### src/rtl/isqrt_seq.sv
// Sequential floor(sqrt) unit: restoring digit-by-digit method, one root bit per clock.
// Optional remainder output enabled with macro ISQRT_REM_EN.
module isqrt_seq #(
    parameter int unsigned WIDTH = 16
) (
    input  logic               clk,
    input  logic               rst,
    input  logic               start,
    input  logic [WIDTH-1:0]   radicand,
    output logic               busy,
    output logic               done,
    output logic [WIDTH/2-1:0] root
`ifdef ISQRT_REM_EN
    ,
    output logic [WIDTH/2:0]   rem
`endif
);

    localparam int unsigned RW  = WIDTH / 2;
    localparam int unsigned RRW = RW + 2;
    localparam int unsigned XW  = RW + 4;
    localparam int unsigned CW  = (RW > 1) ? $clog2(RW) : 1;

    localparam logic [1:0] S_IDLE = 2'd0;
    localparam logic [1:0] S_RUN  = 2'd1;
    localparam logic [1:0] S_DONE = 2'd2;

    logic [1:0]       state_q, state_d;
    logic [WIDTH-1:0] d_q, d_d;
    logic [RRW-1:0]   r_q, r_d;
    logic [RW-1:0]    q_q, q_d;
    logic [CW-1:0]    cnt_q, cnt_d;
    logic [RW-1:0]    root_q, root_d;
`ifdef ISQRT_REM_EN
    logic [RW:0]      rem_q, rem_d;
`endif

    // One restoring iteration; widened so the compare/subtract can never wrap
    logic [XW-1:0]  r_wide, t_wide;
    logic           take;
    logic [RRW-1:0] r_next;
    logic [RW-1:0]  q_next;

    always_comb begin
        r_wide = {r_q, d_q[WIDTH-1:WIDTH-2]};
        t_wide = {2'b00, q_q, 2'b01};
        take   = (r_wide >= t_wide);
        r_next = take ? RRW'(r_wide - t_wide) : RRW'(r_wide);
        q_next = {q_q[RW-2:0], take};
    end

    always_comb begin
        state_d = state_q;
        d_d     = d_q;
        r_d     = r_q;
        q_d     = q_q;
        cnt_d   = cnt_q;
        root_d  = root_q;
`ifdef ISQRT_REM_EN
        rem_d   = rem_q;
`endif
        case (state_q)
            S_IDLE, S_DONE: begin
                if (start) begin
                    state_d = S_RUN;
                    d_d     = radicand;
                    r_d     = '0;
                    q_d     = '0;
                    cnt_d   = '0;
                end else begin
                    state_d = S_IDLE;
                end
            end
            S_RUN: begin
                d_d   = {d_q[WIDTH-3:0], 2'b00};
                r_d   = r_next;
                q_d   = q_next;
                cnt_d = cnt_q + CW'(1);
                if (cnt_q == CW'(RW - 1)) begin
                    state_d = S_DONE;
                    root_d  = q_next;
`ifdef ISQRT_REM_EN
                    rem_d   = r_next[RW:0];
`endif
                end
            end
            default: state_d = S_IDLE;
        endcase
    end

    always_ff @(posedge clk) begin
        if (rst) begin
            state_q <= S_IDLE;
            d_q     <= '0;
            r_q     <= '0;
            q_q     <= '0;
            cnt_q   <= '0;
            root_q  <= '0;
`ifdef ISQRT_REM_EN
            rem_q   <= '0;
`endif
        end else begin
            state_q <= state_d;
            d_q     <= d_d;
            r_q     <= r_d;
            q_q     <= q_d;
            cnt_q   <= cnt_d;
            root_q  <= root_d;
`ifdef ISQRT_REM_EN
            rem_q   <= rem_d;
`endif
        end
    end

    // Status decoded straight from the state register, so no input-to-output path
    assign busy = (state_q == S_RUN);
    assign done = (state_q == S_DONE);
    assign root = root_q;
`ifdef ISQRT_REM_EN
    assign rem  = rem_q;
`endif

endmodule
### config.mk
export PLATFORM = sky130hd
export DESIGN_NAME = isqrt_seq
export DESIGN_NICKNAME = d
export VERILOG_FILES = /design/src/rtl/isqrt_seq.sv
export SDC_FILE = /design/constraint.sdc
export NUM_CORES = 1
export LEC_CHECK = 0
export ABC_AREA = 1
export ABC_CLOCK_PERIOD_IN_PS = 3400
export CORE_ASPECT_RATIO = 1.5
export CORE_UTILIZATION = 60
export CTS_CLUSTER_DIAMETER = 80
export CTS_CLUSTER_SIZE = 40
export DETAILED_ROUTE_END_ITERATION = 8
export PLACE_DENSITY = 0.95
export SLEW_MARGIN = 10
export SYNTH_ARGS = -nofsm -noshare
export SYNTH_HDL_FRONTEND = slang
export SYNTH_SLANG_ARGS = --single-unit
### constraint.sdc
create_clock -name clk -period 3.4 [get_ports clk]
set_input_delay 0.34 -clock clk [delete_from_list [all_inputs] [get_ports clk]]
set_output_delay 0.34 -clock clk [all_outputs]
set_load 0.01 [all_outputs]
### Word level (Yosys, flattened, before mapping)

Index checks and enable logic that the tools add are counted.

| word-level totals | value |
|---|---|
| input port bits | 19 |
| bits in registers | 47 |
| word-level logic and storage cells | 31 |
| output and inout port bits | 10 |

| cells by class | value |
|---|---|
| reductions and logical operators | 5 |
| $add $sub $neg | 2 |
| equal/unequal tests | 5 |
| order comparisons | 1 |
| multiplexer cells | 12 |

Operator list:

| cell | count |
|---|---|
| $pmux 16 s2 | 1 |
| $mux 10 | 2 |
| $pmux 10 s2 | 1 |
| $mux 16 | 1 |
| $pmux 8 s2 | 1 |
| $ge 12x10->1 | 1 |
| $sub 10x10->10 | 1 |
| $mux 8 | 1 |
| $pmux 3 s2 | 1 |
| $pmux 2 s2 | 1 |
| $reduce_and 2->1 | 2 |
| $add 3x1->3 const B | 1 |
| $eq 3x3->1 const B | 1 |
| $mux 3 | 1 |
| $eq 2x1->1 const B | 1 |
| $eq 2x2->1 const B | 1 |
| $logic_not 2->1 | 1 |
| $mux 2 | 1 |
| $ne 2x1->1 const B | 1 |
| $ne 2x2->1 const B | 1 |
| $reduce_bool 2->1 | 1 |
| $reduce_or 2->1 | 1 |
| $mux 1 | 1 |

### Depth between registers and ports, before layout

Gate-level depths: netlist of the first run.

| depth | value |
|---|---|
| depth after elaboration | 4 |
| depth in mapped cells | 12 |
| mapped depth without buffers | 12 |

### Least setup slack after synthesis of the first run

OpenSTA, ideal clock, no wires.

| timing | value |
|---|---|
| path kind | reg-to-reg |
| start | register q_q[5] |
| end | register r_q[8] |
| path slack | 1.777 ns |
| arrival time | 1.508 ns |
| setup time | 0.115 ns |
| buffers on the path | 1 |
| required time | 3.285 ns |
| stages on the path, launching flop included | 11 |
| period minus slack after synthesis | 1.623 ns |
| path through | dfxtp_1 -> inv_1 -> ha_1 -> nand2_2 -> nor2_4 -> nand3_4 -> nand4_4 -> buf_6 -> nand3_1 -> nand3_1 -> a21oi_2 |

| on the way | value |
|---|---|
| cells in the longest elaborated chain, start to end | 3 |
| elaborated cells between the ends (all ways) | 4 |
| those cells by class | add/sub (1); order compare (1); mux (2) |

RTL lines:

| what | RTL line | RTL |
|---|---|---|
| start: declaration | 31 | `logic [RW-1:0] q_q, q_d;` |
| start signal: assignment | 106 | `q_q <= q_d;` |
| $sub 10x10->10 / $ge 12x10->1 (equally long branches) | 48, 47 |  |
| $mux 10 * | 48 | `r_next = take ? RRW'(r_wide - t_wide) : RRW'(r_wide);` |
| $pmux 10 s2 * | 62 | `case (state_q)` |
| end signal: assignment | 105 | `r_q <= r_d;` |
| end: declaration | 30 | `logic [RRW-1:0] r_q, r_d;` |

Mark *: on every way between the ends. The rest lies on a longest branch, timed or not.
A chain may end at the register's enable or synchronous reset.

### Worst setup path after layout of the first run

| timing | value |
|---|---|
| start | register state_q[0] |
| end | output busy |

| on the way | value |
|---|---|
| cells in the longest elaborated chain, start to end | 1 |

RTL lines:

| what | RTL line | RTL |
|---|---|---|
| start: declaration | 28 | `logic [1:0] state_q, state_d;` |
| start signal: assignment | 103 | `state_q <= state_d;` |
| $eq 2x1->1 | 116 | `assign busy = (state_q == S_RUN);` |
| end: declaration | 10 | `output logic busy,` |

Every way passes these cells.

==> flow_summary.toml, run 1 <==
[status]
status = "complete, no violations"

[timing]
whs_ns = 0.472
finalHoldViolCount = 0
period_share = 0.627
clock.fmax_ghz = 0.469
relSlewSlack = 0.516
worst_pin_slew_ns = 0.725
fin_setup_tns_ns = 0
fin_ws_ns = 1.27
finClkSkew_ns = 0.0122
rsz0062_at_grt = "no"
drv_slew = 0
post-route-min-period_ns = 2.13
setup_violations = 0

[global_routing]
grt_remaining_overflow = 0
grtUsageTotal = 0.284
grt_pass1_vias = 2346
antenna_found_initial = 0
grt_max_degree = 26
grt_pass1_wl_mm = 10.2

[route]
ant_nets = 0
via_per_inst = 5.95
drt_wl_total_mm = 6.15
wire_per_inst_um = 15.2
dr.first_iter.drc_count = 94
dr.pass1.iters = 5
drc_errors = 0
vias = 2416

[cts]
path_clk_slew_ns = 0.09
clock_sinks = 47
cts_setup_buffers = 0
cts_buffers = 5
hold_buffers = 0
clock-root-buffer = "clkbuf_8"
cts_resized = 0
cts_tree = "done"
clock_latency_ns = 0.30
ctsLongestPathBuffers = 2
htree_levels = 2

[power]
irDropWorstVdd_mv = 0.575
powerDensity_nw_per_um2 = 799
p_leak_uw = 0.00119

[logic_synthesis]
synth_compound_area_frac = 0.143
synth.cell_area_um2 = 2590
yosys.area_share.xor_xnor = 0.0101
syn-mean-instance-area_um2 = 7.65
yosysWarnings = 0
muxShareOfSynthArea = 0
seq_area_frac_synth = 0.363
synth_cell_type_count = 35
synthSimpleGateAreaFrac = 0.313
syn_nets = 370
syn_inst = 339
synth_adder_area_share = 0.0579
synth_top_family_by_area = "simple AND/OR/NAND/NOR gates"
synth-seq-cells = 47

[min_path]
hold_class = "flop to flop"
min_from = "d_q[1]"

[cells_and_area]
syn_to_final_growth_pct = 13.0
layoutNonFillerInstCount = 406
layout.cells.most_common = "nand2_1"
nets = 391
final_layout_size_suffix_gt1_frac = 0.122
num_antenna_cells = 0
final_cell_mix = "nand2_1, dfxtp_1, inv_1, nand3_1, clkdlybuf4s50_1"

[floorplanning]
rows = 28
fp.dieArea_um2 = 4600
io_pins = 29
coreArea_um2 = 4030
fp.dieW_um = 55.7
start_util = 0.644
die_h_um = 82.5

[placement]
port_buffers = 28
place_hpwl_mm = 4.41
place_inst = 398
place.gp.congestion = 0.913
preCtsSetupSlack_ns = 1.45

[worst_setup_path]
crit_slowest_cell = "clkdlybuf4s50_1"
path_class = "flop to primary output"
worst_path_largest_cell_delay_ns = 0.65
cp.arrival_ns = 1.79
worst_ep_required_time_ns = 3.06
crit_path_start_kind = "flop"
cp-end-kind = "primary output"
path_cells = "inv_2 -> nor2_2 -> clkdlybuf4s50_1"
cp_max_fo = 15
reg2reg_from = "state_q[0]"
startpoint = "state_q[0]"

[job]
maxCapViolations = 0
## through the flow
step	power [uW]	cell area, um^2	util
after detailed placement	1910	2810	0.698
after global routing	2520	2930	0.728
after floorplan	1750	2590	-
after global placement	1870	2810	0.698
after CTS	2330	2930	0.728
final	2340	2930	0.728
## layout make-up
| class | count | area, um^2 |
|---|---|---|
| multi-input combinational | 234 | 1360 |
| fill | 287 | 1100 |
| sequential | 47 | 941 |
| timing repair buffer | 31 | 303 |
| inverter | 41 | 154 |
| clock buffer | 6 | 82.6 |
| tap | 45 | 56.3 |
| clock inverter | 2 | 35.0 |
## report_power, final
group / leakage, uW / internal (uW) / total (uW) / switching [uW]
combinational: 0.000741 / 463 / 1260 / 796
clock: 0.0000612 / 238 / 419 / 181
sequential: 0.000384 / 614 / 666 / 51.6
total: 0.00119 / 1320 / 2340 / 1030
## synth_stat cells (all sizes together)
library cell	instances	area, um^2
a211oi	3	22.5
a21o	1	7.51
a21oi	28	181
buf	10	103
clkbuf	7	36.3
dfxtp	47	941
ha	12	150
inv	41	154
nand2	80	328
nand3	31	185
nand3b	1	7.51
nand4	14	103
nor2	24	119
nor3	14	70.1
o21ai	11	55.1
o221ai	12	105
xnor2	2	17.5
xor2	1	8.76
## worst max-delay path: cells and delay by family, from the launching register on
kind | cells | cell delay, ns
flip-flops | 1 | 0.35
buffers and inverters | 2 | 0.70
AND/OR/NAND/NOR | 1 | 0.44
## routing by layer
layer  wire (um)  part of all wire  up-vias  global-route usage
li1            -                 -     1175                   -
met1        2310              0.38     1128               0.288
met2        3350              0.54       93               0.566
met3         281             0.046       20              0.0296
met4         212             0.034        0               0.158
met5           0                 0        -                   0
## state kept, by name, indices dropped and copies added, names as in the netlist
signal,count
cnt_q,3
d_q,16
state_q,2
q_q,8
r_q,10
root,8
## worst paths after layout
kind                 end  slack, ns  cells past startpoint
setup / recovery    busy       1.27                      3
hold / removal    d_q[1]       0.47                      2
setup reg to reg  r_q[5]       1.41                      7
hold reg to reg   d_q[1]       0.47                      2
## logic make-up (layout without fill, tap and decap cells)
| kind of cell | count (synthesis) | in the layout |
|---|---|---|
| buffers and inverters | 58 | 80 |
| AO/OA/AOI/OAI | 55 | 55 |
| XOR/XNOR | 3 | 3 |
| AND/OR/NAND/NOR | 164 | 164 |
| adder cells (fa/ha/maj) | 12 | 12 |
| flip-flops | 47 | 47 |
Note: power is estimated with default switching activity, not from simulation.
==> run 2: changes to the inputs <==
ABC_CLOCK_PERIOD_IN_PS = 1740   (was 3400)
CORE_UTILIZATION = 51   (was 60)
PLACE_DENSITY = 0.88   (was 0.95)
clock period = 1.74 ns   (was 3.4 ns; I/O delays follow)
==> run 2 against run 1 <==
Die area rose by 17%. Worst hold slack got worse by 0.036 ns. The flow now finishes with violations (negative setup slack). First-iteration DRC count rose by 71%. Clock skew fell by 0.0014 ns. Sequential share of layout area fell by 3.7 points. Via count rose by 9.7%. Power rose by 130%. Global-route usage fell by 1.4 points. Worst setup slack got worse by 1.3 ns.
==> flow_summary.toml, run 2 (same netlist as run 1, synthesis figures left out) <==
[cells_and_area]
num_antenna_cells = 0
reg_top3 = "d_q x16, r_q x10"
largest_reg_flops = 16
utilization = 0.690
postLayoutCellArea_um2 = 3350
final_layout_size_suffix_gt1_frac = 0.262
syn_to_final_growth_pct = 29.0
layout.cells.most_common = "nand2_1"
final_cell_mix = "nand2_1, dfxtp_1, buf_4, inv_1, clkdlybuf4s50_1"
top_register = "d_q"
nets = 423

[route]
drt_wl_total_mm = 7.17
dr.pass1.iters = 4
drc_errors = 0
ant_nets = 0
via_per_inst = 5.77
dr.first_iter.drc_count = 161
vias = 2650
wire_per_inst_um = 15.6

[status]
status = "finished, violations left"
violations = "negative setup slack"

[worst_setup_path]
crit_path_start_kind = "flop"
cp_max_fo = 10
worst_ep_required_time_ns = 1.98
reg2reg_to = "r_q[5]"
cp-end-kind = "flop"
reg2reg_slack_ns = -0.007
cp.arrival_ns = 1.99
path_class = "flop to flop"
reg2reg_from = "q_q[1]"
reg2reg_depth = 9

[timing]
post-route-min-period_ns = 1.75
worst_pin_slew_ns = 0.421
drv_slew = 0
finClkSkew_ns = 0.0108
clock.fmax_ghz = 0.572
setup_violations = 1
finalHoldViolCount = 0
period_share = 1.00
relSlewSlack = 0.719
fin_ws_ns = -0.00729

[floorplanning]
start_util = 0.535
fp.dieW_um = 60.2
io_pins = 29
rows = 31
fp.dieArea_um2 = 5380
coreArea_um2 = 4850
die_h_um = 89.3

[global_routing]
grt_remaining_overflow = 0
grt_pass1_wl_mm = 11.0
grt_pass1_vias = 2486
antenna_found_initial = 0
grtUsageTotal = 0.270
grt_max_degree = 26

[cts]
ctsLongestPathBuffers = 2
hold_buffers = 0
cts_buffers = 5
clock-root-buffer = "clkbuf_8"
clock_latency_ns = 0.31
path_clk_slew_ns = 0.09
clock_sinks = 47
cts_tree = "done"
htree_levels = 2

[power]
powerDensity_nw_per_um2 = 1620
irDropWorstVdd_mv = 0.811
p_leak_uw = 0.00134
power_uw = 5430

[min_path]
min_delay_worst_endpoint = "d_q[0]"
min_from = "radicand[0]"
whs_path_depth = 3
hold_class = "input port to flop"

[placement]
port_buffers = 28
place.gp.congestion = 0.898
place_hpwl_mm = 4.69
placed_area_um2 = 3010

[job]
maxCapViolations = 0
[run 2: what timing repair did]
action / in CTS / in global routing
setup buffers: 2 / 5
setup endpoints to repair: 10 / 12
pin swaps: 5 / 14
gates cloned: 2 / 1
gates resized for setup: 8 / 28
[run 2: critical path, cell delays in order (launching register included)]
cell and delay [ns]:
dfxtp_1 0.34, inv_1 0.09, ha_4 0.31, nand3b_1 0.13, nand2_2 0.14, nand3_4 0.13
buf_6 0.17, nand4_1 0.11, nand3_1 0.11, a21oi_1 0.15
[run 2: area by class of cell]
type | instances | area (um^2)
clock inverters | 2 | 12.5
well taps | 66 | 82.6
inverters | 41 | 154
flip-flops and latches | 47 | 950
fillers | 372 | 1500
clock buffers | 6 | 72.6
repair buffers | 61 | 539
multi-input cells | 236 | 1540
[run 2: worst max-delay path by stage]
stage / from / end / slack (ns) / cells after the start
after floorplan: q_q[5] / r_q[8] / 0.12 / 10
after global placement: q_q[0] / r_q[1] / 0.002 / 9
after detailed placement: q_q[3] / r_q[1] / -0.04 / 10
after CTS: q_q[6] / r_q[1] / 0.0008 / 9
after global routing: q_q[1] / r_q[8] / -0.13 / 11
final: q_q[1] / r_q[5] / -0.007 / 9
[run 2: per-layer routing]
layer	GRT usage	up-vias	wire, um
met4	0.142	0	231
met5	0	-	0
met1	0.280	1279	2670
li1	-	1248	-
met3	0.0376	29	308
met2	0.505	94	3960
[run 2: metrics by stage]
stage | setup WS (ns) | cells | setup TNS (ns) | hold slack, ns
floorplan | 0.117 | 339 | 0 | 0.316
global placement | 0.00228 | 441 | 0 | 0.448
detailed placement | -0.0378 | 441 | -0.184 | 0.459
CTS | 0.000824 | 453 | 0 | 0.434
global route | -0.128 | 459 | -0.724 | 0.438
finish | -0.00729 | 459 | -0.00729 | 0.436
[run 2: where the power goes]
group	total [uW]	internal [uW]	switching, uW	leakage, uW
clock	645	281	364	0.0000412
sequential	1320	1200	115	0.000387
combinational	3470	1440	2030	0.000915
==> run 3: changes to the inputs <==
CORE_MARGIN = 10   (was default)
==> run 3 against run 2 <==
The flow still finishes with violations (negative setup slack). Worst hold slack worse by 0.027 ns. Fmax fell by 5.6%. Global-route usage shrank 9.5 points. Non-clock buffer count grew 5. Routed wire length up 18%. Largest power group unchanged. Sequential share of layout area fell by 0.41 points. First-iteration DRC count increased by 130%.
==> flow_summary.toml, run 3 (same netlist as run 1, synthesis figures left out) <==
[cells_and_area]
final_layout_size_suffix_gt1_frac = 0.299
final_cell_mix = "nand2_1, dfxtp_1, buf_4, clkdlybuf4s50_1, inv_1"
fillers = 355
nets = 428
num_antenna_cells = 0
largest_reg_flops = 16
top_register = "d_q"
utilization = 0.699
syn_to_final_growth_pct = 31.6
layout.cells.most_common = "nand2_1"
reg_top3 = "d_q x16, r_q x10"

[route]
via_per_inst = 6.05
dr.pass1.iters = 5
wire_per_inst_um = 18.3
drc_errors = 0
drt_wl_total_mm = 8.47
ant_nets = 0
dr.first_iter.drc_count = 375
vias = 2805

[power]
irDropWorstVdd_mv = 0.899
powerDensity_nw_per_um2 = 1700
p_leak_uw = 0.00137
power_uw = 5790

[cts]
clock_sinks = 47
cts_buffers = 5
htree_levels = 2
path_clk_slew_ns = 0.10
ctsLongestPathBuffers = 2
clock_latency_ns = 0.32
clock-root-buffer = "clkbuf_8"
cts_tree = "done"

[timing]
finalHoldViolCount = 0
whs_ns = 0.410
rsz0062_at_grt = "yes"
fin_ws_ns = -0.112
drv_slew = 0
finClkSkew_ns = 0.0137
fin_setup_tns_ns = -0.220
period_share = 1.06
setup_violations = 7
clock.fmax_ghz = 0.540
worst_pin_slew_ns = 0.449
relSlewSlack = 0.700
post-route-min-period_ns = 1.85

[floorplanning]
coreArea_um2 = 4890
start_util = 0.531
rows = 31
die_h_um = 107
fp.dieArea_um2 = 8400
io_pins = 29
fp.dieW_um = 78.2

[global_routing]
antenna_found_initial = 0
grt_pass1_vias = 2620
grtUsageTotal = 0.175
grt_remaining_overflow = 0
grt_max_degree = 26
grt_pass1_wl_mm = 12.2

[placement]
place.gp.congestion = 0.962
port_buffers = 28
place_hpwl_mm = 5.04

[worst_setup_path]
cp-end-kind = "flop"
cp.arrival_ns = 2.05
path_class = "flop to flop"
cp_max_fo = 5
crit_path_start_kind = "flop"
startpoint = "r_q[4]"
reg2reg_from = "r_q[4]"
worst_ep_required_time_ns = 1.94

[min_path]
hold_class = "input port to flop"
min_from = "radicand[1]"

[job]
maxCapViolations = 0

[status]
status = "finished, violations left"
violations = "negative setup slack"
[run 3: cell count changes in the layout (fill, tap and decap cells not counted), moves of 2 or more]
cell / before / now
nand3_1: 26 / 22
buf_4: 30 / 34
inv_2: 12 / 14
dfxtp_2: 7 / 11
dfxtp_1: 40 / 36
nand3_2: 3 / 7
inv_1: 29 / 27
[run 3: final timing paths]
path                                 end  slack, ns  cells past startpoint
worst max-delay path              r_q[6]      -0.11                      9
worst min-delay path              d_q[1]       0.41                      3
worst max register to register    r_q[6]      -0.11                      9
worst min register to register  cnt_q[1]       0.47                      2
[run 3: per-layer routing]
| layer | vias up | global-route usage | share of wire | wire, um |
|---|---|---|---|---|
| met5 | - | 0 | 0 | 0 |
| met4 | 0 | 0.0720 | 0.050 | 422 |
| met3 | 54 | 0.0385 | 0.081 | 684 |
| met2 | 192 | 0.331 | 0.51 | 4330 |
| met1 | 1301 | 0.177 | 0.36 | 3030 |
| li1 | 1258 | - | - | - |
[run 3: area by class of cell]
class / count / area, um^2 / share of cell area
Clock buffer: 5 / 68.8 / 0.0202
Tap cell: 66 / 82.6 / 0.0242
Inverter: 41 / 154 / 0.0451
Sequential cell: 47 / 955 / 0.280
Multi-Input combinational cell: 236 / 1550 / 0.454
Clock inverter: 3 / 23.8 / 0.00696
Timing Repair Buffer: 66 / 581 / 0.170
[run 3: what timing repair did]
action | 4_1_cts | 5_1_grt
gates resized for setup | 7 | 40
hold endpoints to repair | 0 | 0
setup endpoints to repair | 10 | 13
cloned | 1 | 1
pin swaps | 6 | 17
hold buffers | 0 | 0
buffers inserted | 2 | 6
[run 3: critical path, stage by stage, from the launching register on]
cell and delay [ns]:
dfxtp_1 0.43, ha_1 0.29, nand2_2 0.12, inv_2 0.04, nand2_2 0.08, nand2_4 0.09
a21oi_4 0.27, nand4_1 0.18, nand3_1 0.13, a21oi_1 0.09
[run 3: power breakdown]
part	internal, uW	switching [uW]	total, uW
clock	288	429	717
sequential	1210	123	1330
combinational	1520	2220	3740
[run 3: through the flow]
| step | cells | setup slack (ns) | instance area, um^2 |
|---|---|---|---|
| after floorplan | 339 | 0.117 | 2590 |
| after global placement | 446 | 0.0179 | 3040 |
| after detailed placement | 446 | -0.0314 | 3040 |
| after CTS | 457 | 0.000864 | 3220 |
| after global routing | 464 | -0.152 | 3410 |
| final | 464 | -0.112 | 3410 |
